$ cat config.mk
export PLATFORM = sky130hd
export DESIGN_NAME = norm_arb_flat
export DESIGN_NICKNAME = d
export VERILOG_FILES = /design/src/rtl/norm_arb_if.sv /design/src/rtl/norm_arb.sv /design/src/flat_wrapper.sv
export SDC_FILE = /design/constraint.sdc
export NUM_CORES = 1
export LEC_CHECK = 0
export ABC_AREA = 0
export CORE_MARGIN = 10
export CORE_UTILIZATION = 40
export DETAILED_ROUTE_END_ITERATION = 10
export DONT_BUFFER_PORTS = 1
export GPL_TIMING_DRIVEN = 0
export SLEW_MARGIN = 0
export SYNTH_ARGS = -nofsm -noshare
export SYNTH_HDL_FRONTEND = slang
export SYNTH_SLANG_ARGS = --single-unit
$ cat constraint.sdc
create_clock -name clk -period 7.1 [get_ports clk]
set_input_delay 0.71 -clock clk [delete_from_list [all_inputs] [get_ports clk]]
set_output_delay 0.71 -clock clk [all_outputs]
set_load 0.01 [all_outputs]
$ cat src/rtl/norm_arb_if.sv
// rtl/norm_arb_if.sv - request, normalizer and result signal bundle for norm_arb
// Purpose: groups the two requester channels, the shared normalizer hookup and
//          the result channel so norm_arb and its environment share one port.
// Ports (signals):
//   r0_*/r1_*  : requester handshake (vld/rdy) and payload (man, esum, sgn)
//   nor_i      : operand to the external normalizer
//   nor_o      : normalized fraction back from the normalizer
//   nor_bias   : normalizer bias back from the normalizer
//   o_*        : result handshake (vld/rdy), id, sgn, man, exp and status flags
// Modports: slave = norm_arb view, master = environment view.
interface norm_arb_if #(
  parameter int WIDIN  = 48,
  parameter int WIDOUT = 23,
  parameter int BIASD  = 8
) ();
  logic              r0_vld, r1_vld;
  logic              r0_rdy, r1_rdy;
  logic [WIDIN-1:0]  r0_man, r1_man;
  logic [9:0]        r0_esum, r1_esum;
  logic              r0_sgn, r1_sgn;
  logic [WIDIN-1:0]  nor_i;
  logic [WIDOUT-1:0] nor_o;
  logic [BIASD-1:0]  nor_bias;
  logic              o_vld, o_rdy;
  logic              o_id, o_sgn;
  logic [WIDOUT-1:0] o_man;
  logic [BIASD-1:0]  o_exp;
  logic              o_zero, o_ovf, o_unf;

  modport slave (
    input  r0_vld, r1_vld, r0_man, r1_man, r0_esum, r1_esum, r0_sgn, r1_sgn,
    input  nor_o, nor_bias, o_rdy,
    output r0_rdy, r1_rdy, nor_i,
    output o_vld, o_id, o_sgn, o_man, o_exp, o_zero, o_ovf, o_unf
  );

  modport master (
    output r0_vld, r1_vld, r0_man, r1_man, r0_esum, r1_esum, r0_sgn, r1_sgn,
    output nor_o, nor_bias, o_rdy,
    input  r0_rdy, r1_rdy, nor_i,
    input  o_vld, o_id, o_sgn, o_man, o_exp, o_zero, o_ovf, o_unf
  );
endinterface

$ cat src/rtl/norm_arb.sv
// rtl/norm_arb.sv - two-requester arbiter in front of a shared mantissa normalizer
// Purpose: grants one of two requesters into a two-stage pipeline. S1 holds the
//          granted request and drives the external normalizer; S2 registers the
//          exponent/fraction result with zero/overflow/underflow mapping.
//          Fraction is truncated, never rounded up.
// Ports:
//   clk  : clock, rising edge
//   rst  : synchronous active-high reset
//   bus  : norm_arb_if.slave (requesters, normalizer hookup, result channel)
// Build option: NORM_ARB_FIXPRI_EN selects fixed priority (requester 0 always
//               wins) and removes the round-robin pointer.
module norm_arb #(
  parameter int WIDIN  = 48,
  parameter int WIDOUT = 23,
  parameter int BIASD  = 8
) (
  input logic       clk,
  input logic       rst,
  norm_arb_if.slave bus
);

  logic              s1_vld;
  logic [WIDIN-1:0]  s1_man;
  logic [9:0]        s1_esum;
  logic              s1_sgn;
  logic              s1_id;

  logic              o_vld_q, o_id_q, o_sgn_q;
  logic [WIDOUT-1:0] o_man_q;
  logic [BIASD-1:0]  o_exp_q;
  logic              o_zero_q, o_ovf_q, o_unf_q;

  logic              s2_ready;
  logic              s1_acc;
  logic              gnt1;
  logic              acc;

  // S2 frees up when empty or draining; S1 can take a new request whenever
  // its current content can move on (or it is empty).
  assign s2_ready = !o_vld_q || bus.o_rdy;
  assign s1_acc   = !s1_vld || s2_ready;

`ifdef NORM_ARB_FIXPRI_EN
  assign gnt1 = bus.r1_vld && !bus.r0_vld;
`else
  // last_gnt holds the id of the most recently accepted requester; it resets
  // to 1 so that requester 0 wins the first contention.
  logic last_gnt;
  assign gnt1 = bus.r1_vld && (!bus.r0_vld || !last_gnt);
`endif

  assign bus.r0_rdy = !rst && s1_acc && bus.r0_vld && !gnt1;
  assign bus.r1_rdy = !rst && s1_acc && gnt1;
  assign acc        = bus.r0_rdy || bus.r1_rdy;

  assign bus.nor_i  = s1_vld ? s1_man : '0;

  // Signed exponent computed at 11 bits so both overflow and underflow are visible.
  logic [10:0]       e;
  logic              r_zero, r_ovf, r_unf;
  logic [BIASD-1:0]  r_exp;
  logic [WIDOUT-1:0] r_man;

  assign e = {1'b0, s1_esum} - 11'(bus.nor_bias);

  always_comb begin
    r_zero = 1'b0;
    r_ovf  = 1'b0;
    r_unf  = 1'b0;
    r_exp  = '0;
    r_man  = '0;
    if (s1_man == '0) begin
      r_zero = 1'b1;
    end else if ($signed(e) >= 11'sd255) begin
      r_ovf  = 1'b1;
      r_exp  = {BIASD{1'b1}};
    end else if ($signed(e) <= 11'sd0) begin
      r_unf  = 1'b1;
    end else begin
      r_exp  = BIASD'(e);
      r_man  = bus.nor_o;
    end
  end

  always_ff @(posedge clk) begin
    if (rst) begin
      s1_vld   <= 1'b0;
      s1_man   <= '0;
      s1_esum  <= '0;
      s1_sgn   <= 1'b0;
      s1_id    <= 1'b0;
      o_vld_q  <= 1'b0;
      o_id_q   <= 1'b0;
      o_sgn_q  <= 1'b0;
      o_man_q  <= '0;
      o_exp_q  <= '0;
      o_zero_q <= 1'b0;
      o_ovf_q  <= 1'b0;
      o_unf_q  <= 1'b0;
`ifndef NORM_ARB_FIXPRI_EN
      last_gnt <= 1'b1;
`endif
    end else begin
      if (s1_acc) begin
        s1_vld <= acc;
        if (acc) begin
          s1_man  <= gnt1 ? bus.r1_man  : bus.r0_man;
          s1_esum <= gnt1 ? bus.r1_esum : bus.r0_esum;
          s1_sgn  <= gnt1 ? bus.r1_sgn  : bus.r0_sgn;
          s1_id   <= gnt1;
        end
      end
      // Outputs only change when S2 is free, which keeps o_* frozen under backpressure.
      if (s2_ready) begin
        o_vld_q <= s1_vld;
        if (s1_vld) begin
          o_id_q   <= s1_id;
          o_sgn_q  <= s1_sgn;
          o_man_q  <= r_man;
          o_exp_q  <= r_exp;
          o_zero_q <= r_zero;
          o_ovf_q  <= r_ovf;
          o_unf_q  <= r_unf;
        end
      end
`ifndef NORM_ARB_FIXPRI_EN
      if (acc) last_gnt <= gnt1;
`endif
    end
  end

  assign bus.o_vld  = o_vld_q;
  assign bus.o_id   = o_id_q;
  assign bus.o_sgn  = o_sgn_q;
  assign bus.o_man  = o_man_q;
  assign bus.o_exp  = o_exp_q;
  assign bus.o_zero = o_zero_q;
  assign bus.o_ovf  = o_ovf_q;
  assign bus.o_unf  = o_unf_q;

endmodule

$ cat src/flat_wrapper.sv
// flat-port wrapper written by rule: the top's interface ports become plain ports
module norm_arb_flat 
#(
  parameter int WIDIN  = 48,
  parameter int WIDOUT = 23,
  parameter int BIASD  = 8
)
  (clk, rst, bus_r0_vld, bus_r1_vld, bus_r0_man, bus_r1_man, bus_r0_esum, bus_r1_esum, bus_r0_sgn, bus_r1_sgn, bus_nor_o, bus_nor_bias, bus_o_rdy, bus_r0_rdy, bus_r1_rdy, bus_nor_i, bus_o_vld, bus_o_id, bus_o_sgn, bus_o_man, bus_o_exp, bus_o_zero, bus_o_ovf, bus_o_unf);
  norm_arb_if #(.WIDIN(WIDIN), .WIDOUT(WIDOUT), .BIASD(BIASD)) bus_i ();
  input logic clk;
  input logic rst;
  input wire logic [$bits(bus_i.r0_vld)-1:0] bus_r0_vld;
  input wire logic [$bits(bus_i.r1_vld)-1:0] bus_r1_vld;
  input wire logic [$bits(bus_i.r0_man)-1:0] bus_r0_man;
  input wire logic [$bits(bus_i.r1_man)-1:0] bus_r1_man;
  input wire logic [$bits(bus_i.r0_esum)-1:0] bus_r0_esum;
  input wire logic [$bits(bus_i.r1_esum)-1:0] bus_r1_esum;
  input wire logic [$bits(bus_i.r0_sgn)-1:0] bus_r0_sgn;
  input wire logic [$bits(bus_i.r1_sgn)-1:0] bus_r1_sgn;
  input wire logic [$bits(bus_i.nor_o)-1:0] bus_nor_o;
  input wire logic [$bits(bus_i.nor_bias)-1:0] bus_nor_bias;
  input wire logic [$bits(bus_i.o_rdy)-1:0] bus_o_rdy;
  output wire logic [$bits(bus_i.r0_rdy)-1:0] bus_r0_rdy;
  output wire logic [$bits(bus_i.r1_rdy)-1:0] bus_r1_rdy;
  output wire logic [$bits(bus_i.nor_i)-1:0] bus_nor_i;
  output wire logic [$bits(bus_i.o_vld)-1:0] bus_o_vld;
  output wire logic [$bits(bus_i.o_id)-1:0] bus_o_id;
  output wire logic [$bits(bus_i.o_sgn)-1:0] bus_o_sgn;
  output wire logic [$bits(bus_i.o_man)-1:0] bus_o_man;
  output wire logic [$bits(bus_i.o_exp)-1:0] bus_o_exp;
  output wire logic [$bits(bus_i.o_zero)-1:0] bus_o_zero;
  output wire logic [$bits(bus_i.o_ovf)-1:0] bus_o_ovf;
  output wire logic [$bits(bus_i.o_unf)-1:0] bus_o_unf;
  assign bus_i.r0_vld = bus_r0_vld;
  assign bus_i.r1_vld = bus_r1_vld;
  assign bus_i.r0_man = bus_r0_man;
  assign bus_i.r1_man = bus_r1_man;
  assign bus_i.r0_esum = bus_r0_esum;
  assign bus_i.r1_esum = bus_r1_esum;
  assign bus_i.r0_sgn = bus_r0_sgn;
  assign bus_i.r1_sgn = bus_r1_sgn;
  assign bus_i.nor_o = bus_nor_o;
  assign bus_i.nor_bias = bus_nor_bias;
  assign bus_i.o_rdy = bus_o_rdy;
  assign bus_r0_rdy = bus_i.r0_rdy;
  assign bus_r1_rdy = bus_i.r1_rdy;
  assign bus_nor_i = bus_i.nor_i;
  assign bus_o_vld = bus_i.o_vld;
  assign bus_o_id = bus_i.o_id;
  assign bus_o_sgn = bus_i.o_sgn;
  assign bus_o_man = bus_i.o_man;
  assign bus_o_exp = bus_i.o_exp;
  assign bus_o_zero = bus_i.o_zero;
  assign bus_o_ovf = bus_i.o_ovf;
  assign bus_o_unf = bus_i.o_unf;
  norm_arb #(.WIDIN(WIDIN), .WIDOUT(WIDOUT), .BIASD(BIASD)) u_core (.clk(clk), .rst(rst), .bus(bus_i));
endmodule
# --- Word-level counts from Yosys, hierarchy flattened ---
# Cells that the tools add are included.
word_totals:
  out_inout_bits: 87
  wordCells: 51
  register_bits: 99
op_classes:
  n_reduce_logical: 18
  add_sub_neg: 1
  n_mux: 16
  n_lt_le_gt_ge: 2
ops:
  columns: ["op", "n"]
  rows:
  - ["two-way mux 48 bit", 2]
  - ["two-way mux 23 bit", 3]
  - ["logical NOT 48 bit", 1]
  - ["two-way mux 8 bit", 3]
  - [">= comparator 11 x 9 -> 1 bit (second input constant)", 1]
  - ["less-or-equal comparator 11 x 1 -> 1 bit (second input constant)", 1]
  - ["subtractor 10 x 8 -> 11 bit", 1]
  - ["two-way mux 10 bit", 1]
  - ["two-way mux 1 bit", 7]
  - ["logical NOT 1 bit", 6]
  - ["logical AND 1 bit", 5]
  - ["logical OR 1 bit", 4]
  - ["AND reduction 2 bit", 2]

# --- Logic depth before layout (Yosys ltp) ---
# Gate-level depths: netlist (run 1).
depth:
  ltp_word: 8
  mapped_depth: 12

# --- Worst setup path before layout (run 1) ---
# Ideal clock, no wire load.
synth_timing:
  kind: "input to register"
  from: "input port bus_nor_bias[0]"
  to: "register u_core.o_man_q[10] (netlist: u_core.bus.o_man[10])"
  path_slack_ps: 3994
  arrival_ps: 3047
  path_buffers: 2
  required_ps: 7041
  cell_stages: 11
  path_cell_list: "ha_1 fa_1 nor2b_4 o2111ai_1 a21oi_2 nor3_1 or3b_1 buf_2 nor4_4 buf_6 a22o_1"
synth_between:
  elab_chain_len: 5
  elab_cells_between_ends: 6
  classes_between: "add/sub (1); order compare (2); mux (3)"
synth_lines:
  columns: ["element", "line", "rtl"]
  rows:
  - ["start, declared", "flat_wrapper.sv:21", "input wire logic [$bits(bus_i.nor_bias)-1:0] bus_nor_bias;"]
  - ["subtractor 10 x 8 -> 11 bit *", "norm_arb.sv:64", "assign e = {1'b0, s1_esum} - 11'(bus.nor_bias);"]
  - ["less-or-equal comparator 11 x 1 -> 1 bit", "norm_arb.sv:77", "end else if ($signed(e) <= 11'sd0) begin"]
  - ["two-way mux 23 bit", "norm_arb.sv:77", null]
  - ["two-way mux 23 bit *", "norm_arb.sv:74", "end else if ($signed(e) >= 11'sd255) begin"]
  - ["two-way mux 23 bit *", "norm_arb.sv:72", "if (s1_man == '0) begin"]
  - ["end signal, assigned", "norm_arb.sv:119", "o_man_q <= r_man;"]
  - ["end, declared", "norm_arb.sv:29", "logic [WIDOUT-1:0] o_man_q;"]
# Every way passes the cells marked *; elsewhere a longest branch is shown, timed or not.
# A chain may end at the register's enable or synchronous reset.

# --- Worst setup path after layout (run 1) ---
layout_timing:
  from: "input port bus_r1_vld"
  to: "output port bus_r0_rdy"
layout_between:
  elab_chain_len: 3
layout_lines:
  columns: ["element", "line", "rtl"]
  rows:
  - ["start, declared", "flat_wrapper.sv:13", "input wire logic [$bits(bus_i.r1_vld)-1:0] bus_r1_vld;"]
  - ["logical AND 1 bit", "norm_arb.sv:49", "assign gnt1 = bus.r1_vld && (!bus.r0_vld || !last_gnt);"]
  - ["logical NOT 1 bit", "norm_arb.sv:52", "assign bus.r0_rdy = !rst && s1_acc && bus.r0_vld && !gnt1;"]
  - ["logical AND 1 bit", "norm_arb.sv:52", null]
  - ["end, declared", "flat_wrapper.sv:23", "output wire logic [$bits(bus_i.r0_rdy)-1:0] bus_r0_rdy;"]
# No other way between the ends.

==> key figures, run 1 <==
Cells and area
  • Inserted Diodes: 0
  • Share of layout cells above drive strength 1: under 10%
  • Nets: around 700
  • Finished layout cell area: roughly 5300 µm²
  • Area growth syn-to-layout: 9.58%
  • Util after Layout: between 40 and 50%
  • Fillcell total: 1,147

Placement
  • DP HPWL: 12,500 µm
  • PortBufs: 0
  • Placed inst area: around 5000 µm²
  • RePlAce Congestion: a little under 0.9

Logic synthesis
  • Main combinational cell family by area after synthesis: simple AND/OR/NAND/NOR gates
  • Sequential fraction of the synthesis area: between 40% and 50%
  • Post-Synthesis Cells: 523
  • Most numerous cell in the Yosys netlist: dfxtp_1
  • Synth async-reset ratio: 0%
  • Area leader, netlist: dfxtp_1
  • Synth Area in Compound Gates: between 10% and 20%
  • Dominant synthesized flop cell: dfxtp_1
  • Post-synth top area share: 41.4%
  • EDFF count, synth: 0
  • Synth unique cells: 50
  • Top post-synthesis cells by count: dfxtp_1 (99), nor2_1 (75), mux2i_1 (62)
  • Synthesized net count: 686
  • Leading post-synthesis cells by cell area: dfxtp_1 (41%), mux2i_1 (13%), a211oi_1 (9.6%)
  • Cell Area, Synth: 4790 µm²
  • Synth Warn #: 0
  • Simple-Gate Fraction of Synth Area: between 10% and 20%
  • Post-synthesis xor/xnor area fraction: 0.914%
  • Yosys reg bits: 99
  • Avg Cell Area, Syn: roughly 9.2 µm²
  • Mux share of post-synthesis cell area: between 10% and 20%
  • Adder-Cell Fraction of Synth Area: under 10%

Global routing
  • Global-route wire length before repair: 23,100 µm
  • Initial antenna violation count: 0
  • Total GRT Usage: roughly 18%
  • GR Overflow Total: 0
  • Vias in the first global route: roughly 4,200
  • Largest net degree at the start of global routing: 18

Min path
  • Worst Hold Class: in -> reg

Clock tree
  • CTS H-tree lvls: 3
  • CTS Buf Count: 9
  • Max clock buf depth: 2
  • Cts repair resizes: 0
  • Clk Latency, worst-skew pair: roughly 350 ps
  • CTS tree: yes
  • Worst-path clk slew: 70 ps
  • Root Driver: clkbuf_16
  • Clock sink total: 99
  • Setup Buffers After CTS: 0
  • CTS Hold Bufs: 0

Drt
  • DRC viols: 0
  • DR WL/cell: 22.4 µm
  • Drt total wl: 15,300 µm
  • Antenna Nets Post-Route: 0
  • Initial drt markers: 117
  • DRT Pass-1 Iters: 4
  • Via count: between 3,000 and 4,000
  • Vias/cell: ~5.6

Die
  • I/O pins: between 200 and 250
  • Die extent in y: ~130 µm
  • Die area: about 17,000 µm²
  • Width of the chip: between 100 and 150 µm
  • Row count: 39
  • Initial core utilization: 41.4%
  • Core Box Area: 11,600 µm²

Critical path
  • WP data arrival: between 2000 and 2500 ps
  • Setup crit end kind: primary output
  • CP Launch Type: input port
  • Setup CP Type: in -> out
  • CP Max Fanout: 10
  • WP data required: 6390 ps

STA
  • Setup violators final: 0
  • RSZ-0062 raised after global routing: no
  • Final Critical Period: a little over 3000 ps
  • Max-slew violation count: 0
  • Worst slew margin: 38.9%
  • Worst-Margin Slew: 916 ps
  • Final Cycle Share: 43.1%
  • Hold Violations, Final: 0
  • F_max: 0.327 GHz
  • Clock skew: around 8.4 ps
  • Setup tns final: 0 ps
  • Min Hold Slack: 480 ps

Power
  • Comb pwr share: roughly 17%
  • Leakage: between 1.5 and 2 nW
  • Internal power: approximately 900 µW
  • Peak VDD IR: around 150 µV
  • Switch share: between 20% and 30%
  • Seq pwr share: 48.2%
  • P_sw: around 400 µW
  • PD cells: roughly 250 nW/µm²
  • Clk network pwr share: 35.0%

Flow run
  • Max-cap violations: 0

Run status
  • Status: complete, no violations
-- cell type report --
type | instances | area, µm² | share of cell area, %
Clock inverter | 7 | 55.1 | 1.05
Multi-Input combinational cell | 374 | 2610 | 49.6
Buffer | 41 | 170 | 3.24
Sequential cell | 99 | 1980 | 37.7
Tap cell | 143 | 179 | 3.41
Inverter | 9 | 33.8 | 0.643
Clock buffer | 9 | 225 | 4.29
-- logic make-up (layout without fill, tap and decap cells) --
| logic type | Yosys count | after routing |
|---|---|---|
| AO/OA/AOI/OAI | 117 | 117 |
| XOR/XNOR | 5 | 5 |
| adder cells (fa/ha/maj) | 9 | 9 |
| buffers and inverters | 50 | 66 |
| flip-flops | 99 | 99 |
| multiplexers | 62 | 62 |
| AND/OR/NAND/NOR | 181 | 181 |
-- per-layer routing --
metal	vias up	routed length [µm]	global-route usage, %
met2	150	7850	31.3
met1	1780	5760	19.0
met5	-	0	0
met4	0	185	4.83
li1	1907	-	-
met3	13	1490	7.67
-- through the flow --
step | setup WS [ps] | std cells | total power, mW
global route | 3840 | 682 | 1.39
floorplan | 3990 | 523 | 0.810
finish | 4040 | 682 | 1.31
detailed placement | 3710 | 666 | 0.870
CTS | 3940 | 682 | 1.33
global placement | 3770 | 666 | 0.863
-- cells in the final DEF, fill, tap and decap left out, types with 3 or more instances in the layout --
| cell type | Yosys | layout |
|---|---|---|
| nand4_1 | 3 | 3 |
| a211oi_1 | 61 | 61 |
| clkbuf_16 | 0 | 9 |
| ha_1 | 8 | 8 |
| xnor2_1 | 3 | 3 |
| a22o_1 | 23 | 23 |
| buf_1 | 3 | 3 |
| clkinvlp_4 | 0 | 5 |
| o211ai_1 | 5 | 5 |
| a21oi_1 | 7 | 7 |
| nor3_1 | 3 | 3 |
| and2_1 | 49 | 49 |
| nor2b_1 | 5 | 5 |
| nand2_1 | 15 | 15 |
| dfxtp_1 | 99 | 99 |
| clkbuf_1 | 35 | 35 |
| nor4_1 | 14 | 14 |
| nor2_1 | 75 | 75 |
| inv_1 | 9 | 9 |
| o21ai_0 | 5 | 5 |
| mux2i_1 | 62 | 62 |
-- path summary, 6_finish.rpt --
kind                          start                    to  slack, ps  cells past startpoint
setup reg to reg  u_core.s1_esum[0]  u_core.bus.o_man[13]       4050                     12
hold / removal        bus_nor_o[20]  u_core.bus.o_man[20]        480                      1
setup / recovery         bus_r1_vld            bus_r0_rdy       4040                      4
hold reg to reg    u_core.bus.o_ovf      u_core.bus.o_ovf        490                      2
-- power groups by stage --
stage	Combinational [mW]	Sequential (mW)	Clock (mW)
floorplan	0.176	0.635	0
global placement	0.219	0.645	0
detailed placement	0.224	0.646	0
CTS	0.224	0.634	0.472
global route	0.249	0.640	0.498
finish	0.221	0.633	0.460
-- state kept, by name (all words and copies together), names as in the netlist --
register / count
u_core.s1_esum: 10
u_core.s1_man: 48
u_core.bus.o_unf: 1
u_core.s1_sgn: 1
u_core.bus.o_id: 1
u_core.last_gnt: 1
u_core.bus.o_vld: 1
u_core.s1_vld: 1
u_core.bus.o_exp: 8
u_core.s1_id: 1
u_core.bus.o_zero: 1
u_core.bus.o_man: 23
u_core.bus.o_ovf: 1
u_core.bus.o_sgn: 1
-- critical path: stages --
cell	delay [ps]
a21boi_0	150
clkbuf_1	520
buf_1	670
and3b_1	300
(Power assumes the default switching activity.)
==> inputs of run 2 (changes only) <==
clock period = 2.5 ns   (was 7.1 ns; I/O delays follow)
==> run 2 against run 1 <==
Effect of this change:
- the run now ends with setup timing left
- wire length is 0.58% higher
- non-clock buffer count is 8 higher
- register-to-register slack worse by 4200 ps
- critical path type is now reg -> reg
- critical endpoint is now u_core.bus.o_man[13]
- largest power group unchanged
==> key figures, run 2 (same netlist as run 1, synthesis figures left out) <==
Placement
  • DP HPWL: 12,400 µm
  • PortBufs: 0
  • RePlAce Congestion: 0.817
  • Worst slack, placed: -305 ps

Power
  • PD cells: about 710 nW/µm²
  • Peak VDD IR: roughly 550 µV
  • Leakage: 2.09 nW

Global routing
  • Vias in the first global route: about 4,200
  • GR Overflow Total: 0
  • Total GRT Usage: 17.5%
  • Initial antenna violation count: 0
  • Largest net degree at the start of global routing: 17
  • Global-route wire length before repair: 23,000 µm

Critical path
  • R2r worst-path depth: 12
  • Crit path cell chain: inv_2, ha_4, fa_2, nor2b_4, o2111ai_4, a21boi_1, nor2b_1, nor4_4, nor4_4, buf_6, buf_6, a22o_1
  • CP Max Fanout: 5
  • End of the worst register-to-register path: u_core.bus.o_man[13]
  • WP data required: ~2700 ps
  • WP data arrival: around 2900 ps
  • WP buf/inv: 3
  • Worst Setup EP: u_core.bus.o_man[13]
  • RR Startpoint: u_core.s1_esum[0]
  • Setup CP Type: reg -> reg
  • Worst path depth: 12
  • CP peak stage delay: 390 ps
  • Start point of the critical path: u_core.s1_esum[0]
  • Delay-heaviest family, CP: simple AND/OR/NAND/NOR gates
  • Worst R2R Setup Slack: -150 ps
  • CP max stage cell: nor4_4
  • Setup crit end kind: flop
  • CP Launch Type: flop

Clock tree
  • Root Driver: clkbuf_16
  • Clock sink total: between 90 and 100
  • Max clock buf depth: 2
  • Clk Latency, worst-skew pair: around 340 ps
  • CTS Hold Bufs: 0
  • Worst-path clk slew: roughly 70 ps
  • CTS tree: yes
  • CTS Buf Count: 9
  • CTS H-tree lvls: 3

Drt
  • Antenna Nets Post-Route: 0
  • DRC viols: 0
  • Drt total wl: around 15,000 µm
  • Initial drt markers: approximately 130
  • Via count: roughly 3,900
  • Vias/cell: roughly 5.7
  • DRT Pass-1 Iters: 4
  • DR WL/cell: approximately 22 µm

Cells and area
  • Area growth syn-to-layout: 13.2%
  • Fillcell total: between 1,000 and 1,500
  • Commonest cells after routing, fill and taps aside: dfxtp_1 (98), nor2_1 (73), mux2i_1 (62)
  • Share of layout cells above drive strength 1: 9.32%
  • Inserted Diodes: 0
  • Nets: a little over 700
  • Most common cell after layout, fill and taps aside: dfxtp_1
  • Biggest register: u_core.s1_man
  • Multi-input gate area: 2680 µm²
  • Reg area: around 2000 µm²
  • Largest register FFs: 48

Die
  • Core Box Area: between 10,000 and 15,000 µm²
  • Row count: 39
  • Initial core utilization: approximately two fifths
  • Die extent in y: 129 µm
  • I/O pins: around 240
  • Die area: 16,800 µm²
  • Width of the chip: 129 µm

STA
  • RSZ-0062 raised after global routing: yes
  • Clock skew: approximately 9.1 ps
  • Final Critical Period: 2650 ps
  • Worst slew margin: a little over half
  • Setup violators final: 28
  • Hold Violations, Final: 0
  • Final Cycle Share: 106%
  • F_max: 0.377 GHz
  • Worst-Margin Slew: approximately 700 ps
  • Final WS setup: -152 ps
  • Min Hold Slack: 27.2 ps
  • Max-slew violation count: 0

Min path
  • Worst Hold Class: in -> reg
  • WHS Path Cells: 1

Run status
  • Status: finished with violations
  • Violated checks: setup timing

Flow run
  • Max-cap violations: 0
run 2: where the power goes:
| part | switching, mW | internal, mW |
|---|---|---|
| Sequential | 0.105 | 1.70 |
| Combinational | 0.397 | 0.279 |
| Clock | 0.599 | 0.774 |
| Total | 1.10 | 2.75 |
run 2: worst register-to-register path, stage by stage (launching register included):
cell,delay [ps]
dfxtp_2,350
inv_2,50
ha_4,150
fa_2,380
nor2b_4,160
o2111ai_4,130
a21boi_1,230
nor2b_1,130
nor4_4,390
nor4_4,90
buf_6,150
buf_6,130
a22o_1,190
run 2: per-layer routing:
metal	share of wire [%]	GRT usage (%)
met5	0	0
met4	1.2	4.70
met3	9.6	7.34
met2	51	30.8
met1	39	18.9
run 2: area by class of cell:
cell class                 instances  area share, %
sequential                        99           36.6
timing repair buffer               8           1.31
clock inverter                     7           1.25
tap                              143           3.30
inverter                           9          0.623
buffer                            41           3.39
clock buffer                       9           4.15
multi-input combinational        374           49.4
run 2: worst min path at each step:
stage | slack (ps) | start | endpoint
4_1_cts | 10 | bus_nor_o[18] | u_core.bus.o_man[18]
3_3_place_gp | 380 | bus_nor_o[21] | u_core.bus.o_man[21]
3_5_place_dp | 380 | bus_nor_o[18] | u_core.bus.o_man[18]
5_1_grt | 10 | bus_nor_o[0] | u_core.bus.o_man[0]
6_report | 30 | bus_nor_o[18] | u_core.bus.o_man[18]
2_1_floorplan | 370 | bus_nor_o[11] | u_core.bus.o_man[11]
run 2: repair_timing:
item                                    in CTS  in global routing
pin swaps                                   14                  6
gates resized for setup                     11                 17
endpoints found under the setup margin      51                 57
buffers inserted                             6                  0
gates cloned                                 2                  0
run 2: per-stage QoR:
stage	area (µm²)	power (mW)	setup TNS, ps	util (%)	std cells
3_5_place_dp	5000	2.48	-8200	43.3	666
3_3_place_gp	5000	2.46	-6700	43.3	666
5_1_grt	5420	4.05	-6890	46.9	690
4_1_cts	5390	3.87	-5990	46.6	690
6_report	5420	3.85	-3380	46.9	690
2_1_floorplan	4830	2.31	-1370	-	523
